<file path="config.mk">
export PLATFORM = sky130hd
export DESIGN_NAME = i2c_reg_sequencer
export DESIGN_NICKNAME = d
export VERILOG_FILES = /design/src/rtl/i2c_reg_sequencer.sv
export SDC_FILE = /design/constraint.sdc
export NUM_CORES = 1
export LEC_CHECK = 0
export ABC_AREA = 1
export CAP_MARGIN = 20
export CELL_PAD_IN_SITES_DETAIL_PLACEMENT = 1
export CELL_PAD_IN_SITES_GLOBAL_PLACEMENT = 1
export CORE_UTILIZATION = 35
export DETAILED_ROUTE_END_ITERATION = 10
export GPL_ROUTABILITY_DRIVEN = 0
export GPL_TIMING_DRIVEN = 0
export PLACE_DENSITY = 0.72
export SETUP_SLACK_MARGIN = 0.4
export SLEW_MARGIN = 20
export SYNTH_ARGS = -nofsm -noshare
export SYNTH_HDL_FRONTEND = slang
export SYNTH_SLANG_ARGS = --single-unit
</file>
<file path="constraint.sdc">
create_clock -name clk -period 2.23 [get_ports clk]
set_input_delay 0.223 -clock clk [delete_from_list [all_inputs] [get_ports clk]]
set_output_delay 0.223 -clock clk [all_outputs]
set_load 0.01 [all_outputs]
</file>
<file path="src/rtl/i2c_reg_sequencer.sv">
// rtl/i2c_reg_sequencer.sv - runs one I2C register read/write transaction on a byte-level master
// Issues START/WRITE/READ/STOP commands to the byte controller and reports OK, NACK, ARB_LOST or TIMEOUT.
module i2c_reg_sequencer #(
  parameter int TIMEOUT_CYCLES = 100000,
  parameter int TIMEOUT_WIDTH  = 17
) (
  input  logic       clk,
  input  logic       rst,
  input  logic       i_req_valid,
  output logic       o_req_ready,
  input  logic       i_req_rnw,
  input  logic [6:0] i_req_dev_addr,
  input  logic [7:0] i_req_reg_addr,
  input  logic [7:0] i_req_wr_data,
  output logic       o_rsp_valid,
  input  logic       i_rsp_ready,
  output logic [1:0] o_rsp_status,
  output logic [7:0] o_rsp_rd_data,
  output logic       o_busy,
  output logic       o_start,
  output logic       o_stop,
  output logic       o_read,
  output logic       o_write,
  output logic       o_ack_in,
  output logic [7:0] o_din,
  output logic       o_core_reset,
  input  logic       i_cmd_ack,
  input  logic       i_ack_out,
  input  logic [7:0] i_dout,
  input  logic       i_al
);

  typedef enum logic [2:0] {
    S_IDLE, S_W_DEV, S_W_REG, S_W_DATA, S_R_DEV, S_R_DATA, S_NACK_STOP, S_RESP
  } state_t;

  localparam logic [1:0] ST_OK = 2'd0, ST_NACK = 2'd1, ST_ARB = 2'd2, ST_TMO = 2'd3;
  localparam logic [TIMEOUT_WIDTH-1:0] TO_LAST =
    TIMEOUT_WIDTH'((TIMEOUT_CYCLES > 0) ? TIMEOUT_CYCLES - 1 : 0);

  state_t                   state;
  logic                     pending;  // command state entered, its command goes out next edge
  logic [TIMEOUT_WIDTH-1:0] timeout_cnt;
  logic                     rnw_q;
  logic [6:0]               dev_q;
  logic [7:0]               reg_q;
  logic [7:0]               data_q;

  always_ff @(posedge clk or posedge rst) begin
    if (rst) begin
      state         <= S_IDLE;
      pending       <= 1'b0;
      timeout_cnt   <= '0;
      rnw_q         <= 1'b0;
      dev_q         <= '0;
      reg_q         <= '0;
      data_q        <= '0;
      o_req_ready   <= 1'b1;
      o_rsp_valid   <= 1'b0;
      o_rsp_status  <= ST_OK;
      o_rsp_rd_data <= '0;
      o_busy        <= 1'b0;
      o_start       <= 1'b0;
      o_stop        <= 1'b0;
      o_read        <= 1'b0;
      o_write       <= 1'b0;
      o_ack_in      <= 1'b0;
      o_din         <= '0;
      o_core_reset  <= 1'b0;
    end else begin
      o_core_reset <= 1'b0;
      case (state)
        S_IDLE: begin
          if (i_req_valid) begin
            rnw_q         <= i_req_rnw;
            dev_q         <= i_req_dev_addr;
            reg_q         <= i_req_reg_addr;
            data_q        <= i_req_wr_data;
            o_req_ready   <= 1'b0;
            o_busy        <= 1'b1;
            o_rsp_status  <= ST_OK;
            o_rsp_rd_data <= '0;
            state         <= S_W_DEV;
            pending       <= 1'b0;
            timeout_cnt   <= '0;
            o_start       <= 1'b1;
            o_write       <= 1'b1;
            o_din         <= {i_req_dev_addr, 1'b0};
          end
        end
        S_RESP: begin
          if (i_rsp_ready) begin
            o_rsp_valid <= 1'b0;
            o_req_ready <= 1'b1;
            o_busy      <= 1'b0;
            state       <= S_IDLE;
          end
        end
        default: begin
          if (i_al) begin
            {o_start, o_stop, o_read, o_write, o_ack_in} <= '0;
            o_din        <= '0;
            pending      <= 1'b0;
            state        <= S_RESP;
            o_rsp_valid  <= 1'b1;
            o_rsp_status <= ST_ARB;
          end else if (pending) begin
            pending     <= 1'b0;
            timeout_cnt <= '0;
            case (state)
              S_W_REG:     begin o_write <= 1'b1; o_din <= reg_q; end
              S_W_DATA:    begin o_write <= 1'b1; o_stop <= 1'b1; o_din <= data_q; end
              S_R_DEV:     begin o_start <= 1'b1; o_write <= 1'b1; o_din <= {dev_q, 1'b1}; end
              S_R_DATA:    begin o_read <= 1'b1; o_stop <= 1'b1; o_ack_in <= 1'b1; end
              S_NACK_STOP: o_stop <= 1'b1;
              default:     begin o_start <= 1'b1; o_write <= 1'b1; o_din <= {dev_q, 1'b0}; end
            endcase
          end else if (i_cmd_ack) begin
            {o_start, o_stop, o_read, o_write, o_ack_in} <= '0;
            o_din <= '0;
            case (state)
              S_W_DEV: begin
                state   <= i_ack_out ? S_NACK_STOP : S_W_REG;
                pending <= 1'b1;
              end
              S_W_REG: begin
                state   <= i_ack_out ? S_NACK_STOP : (rnw_q ? S_R_DEV : S_W_DATA);
                pending <= 1'b1;
              end
              S_R_DEV: begin
                state   <= i_ack_out ? S_NACK_STOP : S_R_DATA;
                pending <= 1'b1;
              end
              S_W_DATA: begin
                state        <= S_RESP;
                o_rsp_valid  <= 1'b1;
                o_rsp_status <= i_ack_out ? ST_NACK : ST_OK;
              end
              S_R_DATA: begin
                state         <= S_RESP;
                o_rsp_valid   <= 1'b1;
                o_rsp_status  <= ST_OK;
                o_rsp_rd_data <= i_dout;
              end
              default: begin
                state        <= S_RESP;
                o_rsp_valid  <= 1'b1;
                o_rsp_status <= ST_NACK;
              end
            endcase
          end else if ((TIMEOUT_CYCLES != 0) && (timeout_cnt == TO_LAST)) begin
            {o_start, o_stop, o_read, o_write, o_ack_in} <= '0;
            o_din        <= '0;
            o_core_reset <= 1'b1;
            state        <= S_RESP;
            o_rsp_valid  <= 1'b1;
            o_rsp_status <= ST_TMO;
          end else begin
            timeout_cnt <= timeout_cnt + 1'b1;
          end
        end
      endcase
    end
  end

endmodule
</file>
==> impl_results.md <==
- Synth Area in XOR/XNOR: 0.665%
- Post-Syn Area per Cell: between 7 and 8 µm²
- Cell taking the most area after synthesis: sky130_fd_sc_hd__dfrtp_1
- Initial antenna violation count: 0
- Post-synthesis net count: 564
- Pre-CTS worst setup slack: -0.0611 ns
- Power per cell area: 1250 nW/µm²
- Actual transition at the worst max-transition pin: 0.560 ns
- Final worst slack: 0.427 ns
- Count of input and output buffers: 65
- Post-route antenna net violation count: 0
- Required @ worst endpoint: 2.50 ns
- GRT Residual Overflow: 0
- Maximum buffer depth of the clock tree: 2
- Via count of the first global-routing pass: 4041
- Final Hold Vio Count: 0
- Vias per cell: between 5 and 6
- Max-slew violations: 0
- Initial Utilization: between 30% and 40%
- Pre-Repair DR Iteration Count: 4
- Skew final: 0.00634 ns
- Shortest clock period the worst path allows after layout: 1.80 ns
- Count of max-cap constraint violations: 0
- Clock network fraction of design power: 21.6%
- Share of the yosys chip area belonging to registers: 45.0%
- Via total after detailed routing: 3954
- Peak supply drop: 0.000577 V
- Arrival time at the worst endpoint: 2.08 ns
- Global-route wire length before repair: 20.2 mm
- CTS clk-pin slew, worst paths: 0.06 ns
- Power, Total: about 0.0069 W
- Area of the placeable core: 10900 µm²
- Share of final-layout standard cells stronger than drive strength 1: between 10% and 20%
- Rows: 38
- Nets: 667
- Min-delay worst type: primary input to async pin
- Post-route clock period utilization: 80.9%
- Result of the run: completed
- Sequential fraction of design power: about a third
- Cell area after layout: roughly 5500 µm²
- HPWL after detailed placement: 8.98 mm
- Compound-gate portion of the synthesized area: 9.53%
- Top FF cell, synth: sky130_fd_sc_hd__dfrtp_1
- Area share of the largest cell type after synthesis: between 40 and 50%
- Number of warnings printed during yosys synthesis: 0
- Total die area: 11700 µm²
- Most area-consuming cells after synthesis: sky130_fd_sc_hd__dfrtp_1 (44%), sky130_fd_sc_hd__nand2_1 (15%), sky130_fd_sc_hd__nand3_1 (7.1%)
- Number of instances in the synthesized netlist: 524
- Number of sinks driven by the clock tree: between 70 and 80
- Final wirelength: 12.7 mm
- Detailed router's first-iteration violation count: 148
- CTS tree: done
- Count of antenna diodes in the layout: 0
- Largest net degree at the start of global routing: 33
- Simple-Gate Fraction of Synth Area: 32.6%
- Switching portion of total power: 40.0%
- Crit end category: register
- Worst hold-check slack: 0.240 ns
- Cell at the root of the clock tree: sky130_fd_sc_hd__clkbuf_16
- Synth async-reset ratio: 100%
- Post-synthesis cell type count: 32
- Synth Cell Area: 3950 µm²
- Detail-routed net length per standard cell: between 15 and 20 µm
- IO Pins: between 60 and 70
- Startpoint type of the worst setup path: register
- Number of buffers added by the clock tree synthesis step: 9
- Max-slew headroom at the worst pin: 62.7%
- Area post-placement: 4820 µm²
- Leakage: 2.55 nW
- Most used standard cell by instance count after synthesis: sky130_fd_sc_hd__nand2_1
- Register bit total from synthesis: 71
- Total track usage: 22.7%
- Maximum operating frequency: ~550 MHz
- Combinational family with the most area after synthesis: simple AND/OR/NAND/NOR gates
- Setup repair after global routing missed its margin: yes
- Area Overhead vs Synth: 39.6%
- Level count of the clock H-tree: 3
- Worst-skew pair later-pin latency: 0.34 ns
- Mux share of post-synthesis cell area: 4.56%
- Die height: 108 µm
- Cell internal power dissipation: about 0.0041 W
- DRC viols: 0
- Number of setup violations in the final report: 0
- CP max FO: 10
- Die outline width: 108 µm
- Post-CTS Hold Fix Bufs: 0
- Power dissipated by switching net loads: about 0.0028 W
- Arithmetic-cell share of the synthesized area counting full adders, half adders and majority gates: 0.316%
- Critical Setup Path Class: register to register
- Number of enable flip-flop cells after synthesis: 0
- Most instantiated cells after synthesis: sky130_fd_sc_hd__nand2_1 (159), sky130_fd_sc_hd__dfrtp_1 (70), sky130_fd_sc_hd__nand3_1 (56)
- Portion of total power attributed to combinational logic: a little under half
## placed cells by master, fill, tap and decap left out, drive strengths merged, types with 3 or more instances in the layout
cell and n:
a21oi 12, buf 36, clkbuf 16, clkdlybuf4s50 65
clkinv 4, dfrtp 70, inv 52, mux2 16
nand2 164, nand3 56, nand4 7, nor2 58
nor3 10, nor4 4, o21ai 47, o21bai 3
xor2 3
## state kept, by name, indices dropped and copies added, names as in the netlist
signal and count:
o_stop 1, o_core_reset 1, state 3, rnw_q 1, data_q 8, o_din 8
o_start 1, reg_q 8, o_ack_in 1, dev_q 7, o_write 1, o_rsp_rd_data 8
timeout_cnt 17, o_rsp_valid 1, o_req_ready 1, o_busy 1, o_rsp_status 2, pending 1
## cell families (layout without fill, tap and decap cells)
group | after synthesis | in the layout
and+or+nand+nor | 299 | 300
muxes | 16 | 16
buffers and inverters | 69 | 176
xor gates and xnor gates | 3 | 3
adders and majority gates | 1 | 1
AOI/OAI and AO/OA | 65 | 65
DFF | 71 | 71
## routing by layer
layer | global-route usage, % | vias up | share of wire [%]
met2 | 38.1 | 91 | 50
met3 | 5.18 | 22 | 3.6
met4 | 4.83 | 0 | 1.7
met5 | 0 | - | 0
li1 | - | 1907 | -
met1 | 29.8 | 1934 | 45
## power groups by stage
| stage | combinational [W] | clock (W) | sequential (W) |
|---|---|---|---|
| 2_1_floorplan | 0.00165 | 0 | 0.00215 |
| 3_3_place_gp | 0.00256 | 0 | 0.00214 |
| 3_5_place_dp | 0.00266 | 0 | 0.00217 |
| 4_1_cts | 0.00280 | 0.00152 | 0.00216 |
| 5_1_grt | 0.00355 | 0.00158 | 0.00225 |
| 6_report | 0.00321 | 0.00148 | 0.00218 |
## critical path: stages, from the launching register on
cell                       delay [ns]
sky130_fd_sc_hd__dfrtp_2         0.46
sky130_fd_sc_hd__inv_4           0.10
sky130_fd_sc_hd__nand2_4         0.07
sky130_fd_sc_hd__nor2_4          0.23
sky130_fd_sc_hd__buf_6           0.16
sky130_fd_sc_hd__nor2_4          0.04
sky130_fd_sc_hd__nor2_4          0.15
sky130_fd_sc_hd__o21bai_4        0.19
sky130_fd_sc_hd__buf_6           0.18
sky130_fd_sc_hd__nand2_1         0.07
sky130_fd_sc_hd__nand2_1         0.08
## metrics by stage
stage | cells | util (%) | setup TNS (ns)
after floorplan | 524 | - | 0
after global placement | 729 | 43.7 | -0.140
after detailed placement | 731 | 44.1 | -0.324
after CTS | 756 | 47.9 | 0
after global routing | 772 | 50.5 | 0
final | 772 | 50.5 | 0
## layout make-up
class                           instances  area [µm²]
Fill cell                            1332        5420
Clock inverter                          6        68.8
Sequential cell                        71        1780
Buffer                                 16         119
Inverter                               53         210
Multi-Input combinational cell        385        2040
Timing Repair Buffer                   91         890
Clock buffer                           10         239
Tap cell                              140         175
## final timing paths
check / startpoint / end / slack (ns) / cells after the start
setup reg to reg: state[0] / timeout_cnt[7] / 0.43 / 10
min in group clk: i_req_dev_addr[2] / dev_q[2] / 0.46 / 3
max in group asynchronous: rst / o_req_ready / 1.45 / 3
hold / removal: rst / timeout_cnt[8] / 0.24 / 2
setup / recovery: state[0] / timeout_cnt[7] / 0.43 / 10
hold reg to reg: o_rsp_status[1] / o_rsp_status[1] / 0.47 / 2
## timing repair
item | in CTS | in global routing
endpoints found under the setup margin | 48 | 49
pin swaps | 4 | 10
setup buffers | 9 | 14
gates cloned | 0 | 2
gates resized for setup | 15 | 52
(Power assumes the default switching activity.)
